$ cat src/rtl/tx_sched_pkg.sv
// Shared types and constants for the TX frame scheduler.
package tx_sched_pkg;

  typedef enum logic [1:0] {
    IDLE  = 2'd0,
    XFER  = 2'd1,
    DRAIN = 2'd2
  } state_t;

  // Wide enough for any underrun timeout up to 255 cycles.
  localparam int unsigned CNT_W = 8;

endpackage

$ cat src/rtl/tx_frame_scheduler_rr_arbiter.sv
// Combinational round-robin pick: first requester after last_grant, wrapping.
module rr_arbiter #(
  parameter  int unsigned NUM_SRC = 4,
  localparam int unsigned IDX_W   = $clog2(NUM_SRC)
) (
  input  logic [NUM_SRC-1:0] req,
  input  logic [IDX_W-1:0]   last_grant,
  output logic [IDX_W-1:0]   grant_c,
  output logic               grant_valid_c
);

  int unsigned idx;

  // Walk offsets from farthest to nearest so the nearest requester wins.
  always_comb begin
    grant_c       = '0;
    grant_valid_c = 1'b0;
    idx           = 0;
    for (int unsigned k = NUM_SRC; k > 0; k--) begin
      idx = (32'(last_grant) + k) % NUM_SRC;
      if (req[IDX_W'(idx)]) begin
        grant_c       = IDX_W'(idx);
        grant_valid_c = 1'b1;
      end
    end
  end

endmodule

$ cat src/rtl/tx_frame_scheduler.sv
// Frame-granular round-robin drain of FWFT FIFO read ports into one stream,
// with mid-frame underrun abort and flush of the remainder of the frame.
module tx_frame_scheduler
  import tx_sched_pkg::*;
#(
  parameter  int unsigned NUM_SRC          = 4,
  parameter  int unsigned DATA_WIDTH       = 8,
  parameter  int unsigned UNDERRUN_TIMEOUT = 16,
  localparam int unsigned IDX_W            = $clog2(NUM_SRC)
) (
  input  logic                          clk,
  input  logic                          reset_n,
  input  logic [NUM_SRC-1:0]            src_empty,
  input  logic [NUM_SRC-1:0]            src_almost_empty,
  input  logic [NUM_SRC-1:0]            src_frame_ready,
  input  logic [NUM_SRC*DATA_WIDTH-1:0] src_data,
  input  logic [NUM_SRC-1:0]            src_last,
  output logic [NUM_SRC-1:0]            src_rd,
  output logic [DATA_WIDTH-1:0]         m_tdata,
  output logic                          m_tvalid,
  output logic                          m_tlast,
  output logic                          m_tuser,
  output logic [IDX_W-1:0]              m_tsrc,
  input  logic                          m_tready,
  output logic                          underrun_pulse
);

  state_t                  state_q, state_d;
  logic [IDX_W-1:0]        grant_q, grant_d;
  logic [IDX_W-1:0]        last_grant_q, last_grant_d;
  logic [CNT_W-1:0]        cnt_q, cnt_d;
  logic [IDX_W-1:0]        pick;
  logic                    pick_valid;
  logic [NUM_SRC-1:0]      eligible;
  logic [DATA_WIDTH-1:0]   data_arr [NUM_SRC];
  logic [DATA_WIDTH-1:0]   sel_data;
  logic                    sel_empty, sel_last;
  logic                    load_ok, timeout, pop, load_word, abort;
  logic                    tvalid_d, tlast_d, tuser_d, pulse_d;
  logic [DATA_WIDTH-1:0]   tdata_d;
  logic [IDX_W-1:0]        tsrc_d;

  for (genvar i = 0; i < NUM_SRC; i++) begin : g_unpack
    assign data_arr[i] = src_data[i*DATA_WIDTH +: DATA_WIDTH];
  end

  // A source may start a frame only with a full frame or a comfortable backlog.
  assign eligible  = ~src_empty & (src_frame_ready | ~src_almost_empty);
  assign sel_data  = data_arr[grant_q];
  assign sel_empty = src_empty[grant_q];
  assign sel_last  = src_last[grant_q];
  assign load_ok   = !m_tvalid || m_tready;
  assign timeout   = (cnt_q == CNT_W'(UNDERRUN_TIMEOUT));

  rr_arbiter #(.NUM_SRC(NUM_SRC)) u_arb (
    .req           (eligible),
    .last_grant    (last_grant_q),
    .grant_c       (pick),
    .grant_valid_c (pick_valid)
  );

  always_comb begin
    state_d      = state_q;
    grant_d      = grant_q;
    last_grant_d = last_grant_q;
    cnt_d        = cnt_q;
    pop          = 1'b0;
    load_word    = 1'b0;
    abort        = 1'b0;
    unique case (state_q)
      IDLE: begin
        if (pick_valid) begin
          grant_d      = pick;
          last_grant_d = pick;
          cnt_d        = '0;
          state_d      = XFER;
        end
      end
      XFER: begin
        // The abort word outranks a pop that becomes possible in the same cycle.
        if (timeout) begin
          if (load_ok) begin
            abort   = 1'b1;
            state_d = DRAIN;
          end
        end else if (!sel_empty) begin
          if (load_ok) begin
            pop       = 1'b1;
            load_word = 1'b1;
            cnt_d     = '0;
            if (sel_last) state_d = IDLE;
          end
        end else begin
          cnt_d = cnt_q + CNT_W'(1);
        end
      end
      DRAIN: begin
        if (!sel_empty) begin
          pop = 1'b1;
          if (sel_last) state_d = IDLE;
        end
      end
      default: state_d = IDLE;
    endcase

    tvalid_d = m_tvalid;
    tdata_d  = m_tdata;
    tlast_d  = m_tlast;
    tuser_d  = m_tuser;
    tsrc_d   = m_tsrc;
    pulse_d  = abort;
    if (load_word) begin
      tvalid_d = 1'b1;
      tdata_d  = sel_data;
      tlast_d  = sel_last;
      tuser_d  = 1'b0;
      tsrc_d   = grant_q;
    end else if (abort) begin
      tvalid_d = 1'b1;
      tdata_d  = '0;
      tlast_d  = 1'b1;
      tuser_d  = 1'b1;
      tsrc_d   = grant_q;
    end else if (m_tready) begin
      tvalid_d = 1'b0;
    end
  end

  assign src_rd = (reset_n && pop) ? (NUM_SRC'(1) << grant_q) : '0;

  always_ff @(posedge clk) begin
    if (!reset_n) begin
      state_q        <= IDLE;
      grant_q        <= '0;
      last_grant_q   <= IDX_W'(NUM_SRC - 1);
      cnt_q          <= '0;
      m_tvalid       <= 1'b0;
      m_tdata        <= '0;
      m_tlast        <= 1'b0;
      m_tuser        <= 1'b0;
      m_tsrc         <= '0;
      underrun_pulse <= 1'b0;
    end else begin
      state_q        <= state_d;
      grant_q        <= grant_d;
      last_grant_q   <= last_grant_d;
      cnt_q          <= cnt_d;
      m_tvalid       <= tvalid_d;
      m_tdata        <= tdata_d;
      m_tlast        <= tlast_d;
      m_tuser        <= tuser_d;
      m_tsrc         <= tsrc_d;
      underrun_pulse <= pulse_d;
    end
  end

endmodule

$ cat config.mk
export PLATFORM = sky130hd
export DESIGN_NAME = tx_frame_scheduler
export DESIGN_NICKNAME = d
export VERILOG_FILES = /design/src/rtl/tx_sched_pkg.sv /design/src/rtl/tx_frame_scheduler_rr_arbiter.sv /design/src/rtl/tx_frame_scheduler.sv
export SDC_FILE = /design/constraint.sdc
export NUM_CORES = 1
export LEC_CHECK = 0
export ABC_AREA = 1
export CAP_MARGIN = 25
export CORE_MARGIN = 2
export CORE_UTILIZATION = 45
export DETAILED_ROUTE_END_ITERATION = 16
export HOLD_SLACK_MARGIN = 0.03
export PLACE_DENSITY = 0.79
export SYNTH_ARGS = -nofsm -noshare
export SYNTH_HDL_FRONTEND = slang
export SYNTH_SLANG_ARGS = --single-unit
$ cat constraint.sdc
create_clock -name clk -period 2.15 [get_ports clk]
set_input_delay 0.43 -clock clk [delete_from_list [all_inputs] [get_ports clk]]
set_output_delay 0.43 -clock clk [all_outputs]
set_load 0.01 [all_outputs]
==> run metrics, run 1 <==
global-route wire length before repair 11,200 um; skew final 0.00982 ns; Placed Area 0.00289 sq mm; Worst Setup End Kind primary output; critical path startpoint grant_q[0]$_SDFFE_PN0P_; Area growth syn-to-layout 77.0%; simple-gate portion of the synthesized area 0.380; core area 0.00403 sq mm; largest family of logic cells by synthesized area simple AND/OR/NAND/NOR gates; clk sinks 28; most instantiated library cell after synthesis nand2_1; slowest stage delay, CP 0.39 ns; nets 486; Rel. slew slack 0.474; average wire per standard cell 16.0 um; YS warnings 0; area leader, netlist dfxtp_1; cts hold-fix bufs 0; multiplexer share of the synthesized area 0; max-slew violations 0; final hold vios 0; CP Data Required Time 1.72 ns; Synth area leaders dfxtp_1 (29%), nand3_1 (16%), nand2_1 (12%); Pleak 1.49 nW; DIE AREA 0.00478 sq mm; reg2reg start cnt_q[0]$_SDFFE_PN0P_; GRT Residual Overflow 0; I/O Buffers 68; adder-cell share of the synthesized area 0.0393; post-route minimum period 2.31 ns; Post-DRT Antenna Nets 0; final cell count without fillers 478; vias in the first global route 2,602; ys flop type dfxtp_1; clk_lat worst skew 0.29 ns; Worst-Margin Slew 0.788 ns; Syn Std Cell Area 0.00191 sq mm; Hold Startpoint m_tsrc[1]$_SDFFE_PN0P_; sequential fraction of the synthesis area 0.294; Starting Density 0.474; Post-DP HPWL 4280 um; Pwr per Cell Area 1180 mW/mm^2; RSZ-0062 raised after global routing yes; FP Rows 23; kind of critical path reg2out; Seq cells post-synth 28; Post-Syn Instances 300; TritonCTS clock tree built; fin area 0.00338 sq mm; maximum clock path buffer count 2; Mean Syn Cell Area 6.36 sq um; Period Utilization, post-route 1.07; CTS root buf clkbuf_8; drt pass-1 iters 5; Yosys cell types 32; layout cells sized above 1 0.313; worst-path cell chain buf_6 > nand2_4 > nor2_2 > inv_1 > nand2_2 > nor2_4 > inv_2 > o21ai_2 > nand3_2 > buf_6 > nor3_2 > buf_2; Synth top cells by count nand2_1 (62), nand3_1 (60), inv_1 (37), dfxtp_1 (28), a21oi_1 (25); # IOs 69; compound-gate portion of the synthesized area 0.151; antenna violations before repair 0; total vias in the final route 2,677; post-synthesis xor/xnor area fraction 0.0138; violated checks negative setup slack; WL final 7650 um; setup ws final -0.161 ns; most used cell, CP buf_6; DRC viols 0; Antenna Cells 0; number of synthesized flops with an enable pin 0; crit start category flip-flop; maximum fanout along the worst path 4; Layout fillers 223; H-tree levels 1; Total GRT Usage 0.284; setup violators final 4; Max-cap violations 0; VDD IR max 588 uV; status finished, violations left; gpl congestion 0.827; 1st-iter DRT viols 278; min-delay worst type reg2reg; placed cells 445; Reg clk slew, reported paths 0.11 ns; WP data arrival 1.88 ns; Slowest cell on crit path dfxtp_4; Die Span X 69.1 um; post-synth top area share 0.294; largest net degree at the start of global routing 21; Synth async-reset ratio 0; syn_nets 357; CTS Buf Count 3; fmax 0.433 GHz; vias per cell 5.60; Die Y 69.1 um
[cell families (layout without fill, tap and decap cells)]
logic type      count (synthesis)  after routing
xor+xnor                        3              3
buf+inv                        56            184
flops                          28             28
fa+ha+maj                       6              6
simple gates                  158            158
compound gates                 49             49
[power breakdown]
group          internal [mW]  leakage, nW  switching (mW)
Clock                  0.250       0.0357           0.185
Combinational           1.23         1.23            1.55
Sequential             0.656        0.230           0.117
[worst max-delay path: cells and delay by family (launching register included)]
kind / cells / cell delay (ns)
buffers and inverters: 5 / 0.54
AND/OR/NAND/NOR: 6 / 0.52
flip-flops: 1 / 0.39
AO/OA/AOI/OAI: 1 / 0.13
[flip-flops by register name, indices dropped and copies added (netlist names)]
name,count
m_tlast,1
m_tuser,1
state_q,2
grant_q,2
cnt_q,8
m_tvalid,1
underrun_pulse,1
last_grant_q,2
m_tsrc,2
m_tdata,8
[worst paths after layout]
check	endpoint	slack, ns	cells after the start
worst max-delay path	src_rd[1]	-0.16	12
worst min register to register	m_tsrc[1]$_SDFFE_PN0P_	0.49	2
worst max register to register	cnt_q[0]$_SDFFE_PN0P_	0.08	14
worst min-delay path	m_tsrc[1]$_SDFFE_PN0P_	0.49	2
[layout make-up]
cell class / count / area, sq um / area share
Multi-Input combinational cell: 216 / 1280 / 0.380
Timing Repair Buffer: 136 / 1220 / 0.361
Sequential cell: 28 / 568 / 0.168
Inverter: 44 / 173 / 0.0511
Tap cell: 50 / 62.6 / 0.0185
Clock buffer: 3 / 41.3 / 0.0122
Clock inverter: 1 / 30.0 / 0.00889
[timing repair]
item,CTS,global route
setup endpoints to repair,4,28
gates resized for setup,37,49
pin swaps,8,13
setup buffers,31,4
[per-stage QoR]
| stage | utilization | power, mW | setup TNS, ns | setup slack [ns] | hold WS, ns |
|---|---|---|---|---|---|
| after floorplan | - | 2.09 | 0 | 0.227 | 0.467 |
| after detailed placement | 0.717 | 2.93 | -2.16 | -0.588 | 0.472 |
| final | 0.839 | 3.98 | -0.578 | -0.161 | 0.487 |
| after global routing | 0.839 | 4.20 | -0.875 | -0.237 | 0.514 |
| after CTS | 0.796 | 3.56 | -1.71 | -0.160 | 0.490 |
| after global placement | 0.717 | 2.89 | -1.91 | -0.524 | 0.465 |
[routing by layer]
metal  wire length [um]  GRT usage  vias to the layer above
li1                   -          -                     1240
met3                742     0.0658                       50
met5                  0          0                        -
met1               2740      0.311                     1205
met4                425      0.126                        0
met2               3740      0.517                      182
[cell usage in the layout (no fill, tap or decap), types with 10 or more instances in the layout]
cell / Yosys / routed
buf_6: 1 / 10
inv_1: 37 / 30
nand2_1: 62 / 57
nand3_1: 60 / 51
inv_2: 7 / 11
buf_4: 3 / 58
clkdlybuf4s50_1: 0 / 60
dfxtp_1: 28 / 24
nor2_1: 22 / 16
a21oi_1: 25 / 20
(Power assumes the default switching activity.)
==> run 2: changes to the inputs <==
- GPL_ROUTABILITY_DRIVEN: default -> 0
==> results of run 2 <==
Same layout as run 1: the final DEF is identical, and so are final timing and power.
==> RTL edit 1 (flow settings as in run 1) <==
Change the parameter `DATA_WIDTH` from 8 to 9.
--- a/src/rtl/tx_frame_scheduler.sv
+++ b/src/rtl/tx_frame_scheduler.sv
@@ -6,3 +6,3 @@
   parameter  int unsigned NUM_SRC          = 4,
-  parameter  int unsigned DATA_WIDTH       = 8,
+  parameter  int unsigned DATA_WIDTH       = 9,
   parameter  int unsigned UNDERRUN_TIMEOUT = 16,
Ports: changed (resized m_tdata and src_data); port bits go from 69 to 74. The function was not compared with the original's and may differ.
==> RTL edit 1 against run 1 <==
The run still ends with negative setup slack left; area after synthesis is 0.20% lower; cell area is 11% lower; cell count is 6.5% lower; largest power group unchanged; critical path type unchanged; sequential cell count is 1 higher; total power is 18% lower; wire length is 28% lower; count of clock-buffer cells in the layout is 4 higher; setup slack better by 0.15 ns; sequential power is 3.1% higher; highest routed layer unchanged.
==> RTL edit 1: results (changes against run 1) <==
Outcome
  – Run status: finished, violations left
  – Violations in the final reports: negative setup slack

Global routing
  – Total routing usage reported by global routing: 23.7% (-4.8 points)
  – Pin count of the biggest net entering global routing: 12 (-43%)
  – Global-route wire length before repair: 9390 µm (-16%)
  – Vias in the first global route: 2208 (-15%)

Final layout
  – Layout cell share with drive strength beyond 1: 17.1% (-14 points)
  – Number of nets in the layout: 457 (-6.0%)
  – Largest registers: m_tdata (9), cnt_q (8)

Drt
  – Met3 Wirelength: 398 µm (-46%)
  – Initial DRT Pass Iterations: 4 (-1)
  – DRT iter0 DRCs: 166 (-40%)
  – Routed Wire Length: 5480 µm (-28%)
  – Routed len/inst: 12.3 µm (-23%)
  – Met2 layer wire length in the routed design: 2580 µm (-31%)
  – Met1 routed wirelength after detailed routing: 2420 µm (-12%)
  – Vias: 2267 (-15%)

Worst setup path
  – Slowest cell on the critical path: dfxtp_2
  – FF-to-FF Start: cnt_q[1]$_SDFFE_PN0P_
  – Highest cell delay on the worst timing path: 0.33 ns (-0.06 ns)
  – Register-to-register path setup slack: 0.25 ns (+0.17 ns)
  – Worst EP arrival: 1.73 ns (-0.15 ns)

Placed design
  – HPWL Detailed: 4320 µm (+0.86%)
  – Weighted congestion at the end of routability-driven global placement: 0.877 (+6.1%)
  – Post-Place Worst Slack: -0.426 ns (+0.162 ns)
  – Placed instance count: 435 (-2.2%)
  – IO buf count: 73 (+7.4%)

Yosys
  – Count of cell types in the netlist: 34 (+6.3%)
  – Largest cells by area after synthesis: dfxtp_1 (30%), nand2_1 (15%), nand3_1 (8.7%), a21oi_1 (7.1%), inv_1 (6.7%)
  – Post-synth net total: 357 (unchanged)
  – Commonest cells in the synthesized netlist: nand2_1 (76), inv_1 (34), nand3_1 (33)
  – Post-synthesis cell count: 296 (-1.3%)
  – Sequential element share of the synthesized area: 30.5% (+1.1 points)

Power and ir drop
  – Maximum vdd drop: 0.522 mV (-11%)
  – Net switching component of the power: 1.37 mW (-26%)
  – P_leak: 1.33 nW (-11%)

Clock network
  – # H-tree levels: 2 (+1)
  – Post-CTS clock slew at the launch and capture registers of the worst setup and hold paths: 0.07 ns (-0.04 ns)
  – Number of clock buffers inserted by TritonCTS: 5 (+2)

STA
  – Least-Margin Pin Slew: 0.305 ns (-0.483 ns)
  – Largest clock skew in the final design: 0.00834 ns (-0.00148 ns)
  – Worst-case setup margin in the final layout: -0.00983 ns (+0.151 ns)
  – Finish-stage setup viols: 1 (-3)

Min path
  – Hold path start: m_tuser$_SDFFE_PP0P_
[RTL edit 1: per-layer routing]
metal / up-vias / global-route usage (%)
met4: 0 / 7.19
met3: 10 / 7.16
met5: - / 0
met1: 1005 / 28.4
li1: 1169 / -
met2: 83 / 40.5
[RTL edit 1: cell type report]
type	count	area [µm²]
multi-input cells	214	1140
fillers	337	1030
repair buffers	104	940
flip-flops and latches	29	583
inverters	42	158
clock buffers	7	86.3
well taps	50	62.6
clock inverters	1	30.0
[RTL edit 1: worst paths after layout]
path | end | cells past startpoint
max | src_rd[2] | 12
min | m_tuser$_SDFFE_PP0P_ | 2
max reg2reg | m_tsrc[0]$_SDFFE_PN0P_ | 14
min reg2reg | m_tuser$_SDFFE_PP0P_ | 2
[RTL edit 1: worst max-delay path: cells and delay by family (launching register included)]
| family | cells | cell delay [ns] |
|---|---|---|
| AOI/OAI and AO/OA | 1 | 0.07 |
| adders and majority gates | 1 | 0.15 |
| buffers and inverters | 4 | 0.33 |
| DFF | 1 | 0.33 |
| and+or+nand+nor | 6 | 0.59 |
[RTL edit 1: kinds of logic after synthesis]
family	after synthesis	synth area share, %
AOI/OAI and AO/OA	58	18.7
adders and majority gates	6	3.94
DFF	29	30.5
buffers and inverters	53	11.7
and+or+nand+nor	147	33.8
xor gates and xnor gates	3	1.38
[RTL edit 1: through the flow]
step	area (µm²)	utilization (%)	hold slack [ns]	power (mW)	setup TNS (ns)
2_1_floorplan	1900	-	0.465	1.96	0
3_3_place_gp	2840	70.4	0.462	2.57	-1.39
3_5_place_dp	2840	70.4	0.459	2.60	-1.58
4_1_cts	2970	73.8	0.473	3.24	-0.0294
5_1_grt	3000	74.4	0.496	3.52	-0.414
6_report	3000	74.4	0.473	3.26	-0.00983
[RTL edit 1: repair_timing]
action | CTS | global route
gates resized for setup | 30 | 2
endpoints found under the setup margin | 4 | 4
pin swaps | 9 | 2
cloned | 0 | 0
hold buffers | 0 | 0
buffers inserted | 2 | 2
[RTL edit 1: power by group through the flow]
stage               Combinational, mW  Sequential, mW  Clock [mW]
floorplan                        1.15           0.810           0
global placement                 1.77           0.795           0
detailed placement               1.80           0.803           0
CTS                              1.85           0.796       0.593
global route                     2.10           0.818       0.607
finish                           1.87           0.797       0.587
==> RTL edit 2 (flow settings as in run 1) <==
Made on the original files. Re-encode `state_t` (3 states) as one-hot, 3 bits wide.
--- a/src/rtl/tx_sched_pkg.sv
+++ b/src/rtl/tx_sched_pkg.sv
@@ -3,6 +3,6 @@
 
-  typedef enum logic [1:0] {
-    IDLE  = 2'd0,
-    XFER  = 2'd1,
-    DRAIN = 2'd2
+  typedef enum logic [2:0] {
+    IDLE  = 3'b001,
+    XFER  = 3'b010,
+    DRAIN = 3'b100
   } state_t;
Formal check against the unedited RTL: no difference found for any inputs over 10 cycles, from zero or initial values and one cycle with reset_n low; not proved beyond that.
==> RTL edit 2 against run 1 <==
Sequential power about the same; highest routed layer unchanged; cell area decreased by 13%; total power decreased by 24%; setup slack improved by 0.22 ns; register-to-register slack improved by 0.12 ns; area after synthesis decreased by 2.0%; cell count decreased by 8.6%; wire length decreased by 26%; first-iteration DRC count decreased by 56%; sequential cell count increased by 1; clock power increased by 16%.
==> RTL edit 2: results (changes against run 1) <==
Outcome
  – Run status: finished clean

Placed design
  – Weighted congestion at the end of routability-driven global placement: 0.809 (-2.2%)
  – HPWL Detailed: 4250 µm (-0.83%)

Drt
  – Met1 routed wirelength after detailed routing: 2300 µm (-16%)
  – Routed Wire Length: 5660 µm (-26%)
  – Initial DRT Pass Iterations: 4 (-1)
  – Routed len/inst: 13.0 µm (-19%)
  – DRT iter0 DRCs: 123 (-56%)
  – Met2 layer wire length in the routed design: 2810 µm (-25%)

Yosys
  – Count of cell types in the netlist: 37 (+16%)
  – Sequential element share of the synthesized area: 31.0% (+1.7 points)
  – Commonest cells in the synthesized netlist: nand2_1 (71), nand3_1 (45), inv_1 (37)
  – Mean cell area of the mapped netlist: 6.47 µm² (+1.8%)
  – Largest cells by area after synthesis: dfxtp_1 (31%), nand2_1 (14%), nand3_1 (12%), inv_1 (7.4%), a21oi_1 (6.7%)
  – Post-synth net total: 342 (-4.2%)

Global routing
  – Vias in the first global route: 2069 (-20%)
  – GR met1 Demand/Resource: 28.4% (-2.7 points)
  – Global-route wire length before repair: 8940 µm (-20%)
  – Global-route track usage on met3: 8.72% (+2.1 points)

Power and ir drop
  – Sequential logic power: 0.772 mW (about the same)
  – Maximum vdd drop: 0.463 mV (-21%)
  – Portion of total power attributed to the clock network: 16.8% (+5.9 points)
  – Sw Ratio: 43.2% (-3.2 points)
  – Internal power: 1.71 mW (-20%)
  – P_leak: 1.31 nW (-13%)

Final layout
  – Clock buffers and inverters, area share: 3.47% (+1.4 points)
  – Number of ordinary inverters in the final layout: 42 (-4.5%)
  – Plain + repair buffers: 97 (-29%)
  – Largest registers: cnt_q (8), m_tdata (8), state_q (3)
  – Share of final layout cell area taken by non-clock buffers: 30.3% (-5.8 points)
  – Number of nets in the layout: 439 (-9.7%)
  – Clock buffer cells: 7 (+4)
  – Area of the multi-input gates: 1120 µm² (-13%)
  – Sequential Area: 588 µm² (+3.5%)

Clock network
  – Sink Count: 29 (+3.6%)
  – Post-CTS Setup Repair Bufs: 1 (-97%)
  – Number of clock buffers inserted by TritonCTS: 5 (+2)
  – Post-CTS clock slew at the launch and capture registers of the worst setup and hold paths: 0.07 ns (-0.04 ns)

Worst setup path
  – Slowest cell on the critical path: dfxtp_2
  – Register-to-register path setup slack: 0.20 ns (+0.12 ns)
  – Worst EP arrival: 1.66 ns (-0.22 ns)

STA
  – Worst-case headroom to the max-slew limit: 54.8% (+7.4 points)
  – Largest clock skew in the final design: 0.00679 ns (-0.00304 ns)
RTL edit 2: changes by cell type in the layout (fill, tap and decap cells not counted), sizes merged, moves of 2 or more:
cell          delta
buf             -39
nand3           -15
nand2            +8
clkbuf           +4
dlygate4sd2      -4
ha               -4
dlymetal6s2s     +3
inv              -3
nor3             -3
clkinv           +2
nand4            +2
o21ai            +2
RTL edit 2: kinds of logic (layout without fill, tap and decap cells):
| family | after synthesis | in the layout | synth area share, % |
|---|---|---|---|
| xor gates and xnor gates | 2 | 2 | 0.937 |
| AOI/OAI and AO/OA | 52 | 52 | 17.3 |
| and+or+nand+nor | 155 | 155 | 38.3 |
| buffers and inverters | 49 | 147 | 11.2 |
| DFF | 29 | 29 | 31.0 |
| adders and majority gates | 2 | 2 | 1.34 |
RTL edit 2: path summary, 6_finish.rpt:
kind,startpoint,to,depth (start not counted)
max reg2reg,grant_q[1]$_SDFFE_PN0P_,cnt_q[5]$_SDFFE_PN0P_,12
min,m_tdata[5]$_SDFFE_PN0P_,m_tdata[5]$_SDFFE_PN0P_,2
min reg2reg,m_tdata[5]$_SDFFE_PN0P_,m_tdata[5]$_SDFFE_PN0P_,2
max,cnt_q[0]$_SDFFE_PN0P_,src_rd[2],11
RTL edit 2: through the flow:
stage | setup WS (ns) | TNS (ns) | hold WS (ns) | utilization [%] | instance area [µm²]
detailed placement | -0.380 | -1.50 | 0.473 | 68.5 | 2740
CTS | 0.00344 | 0 | 0.481 | 70.9 | 2840
global route | -0.0627 | -0.188 | 0.507 | 73.1 | 2920
finish | 0.0599 | 0 | 0.481 | 73.1 | 2920
floorplan | 0.186 | 0 | 0.453 | - | 1870
global placement | -0.331 | -1.32 | 0.463 | 68.5 | 2740
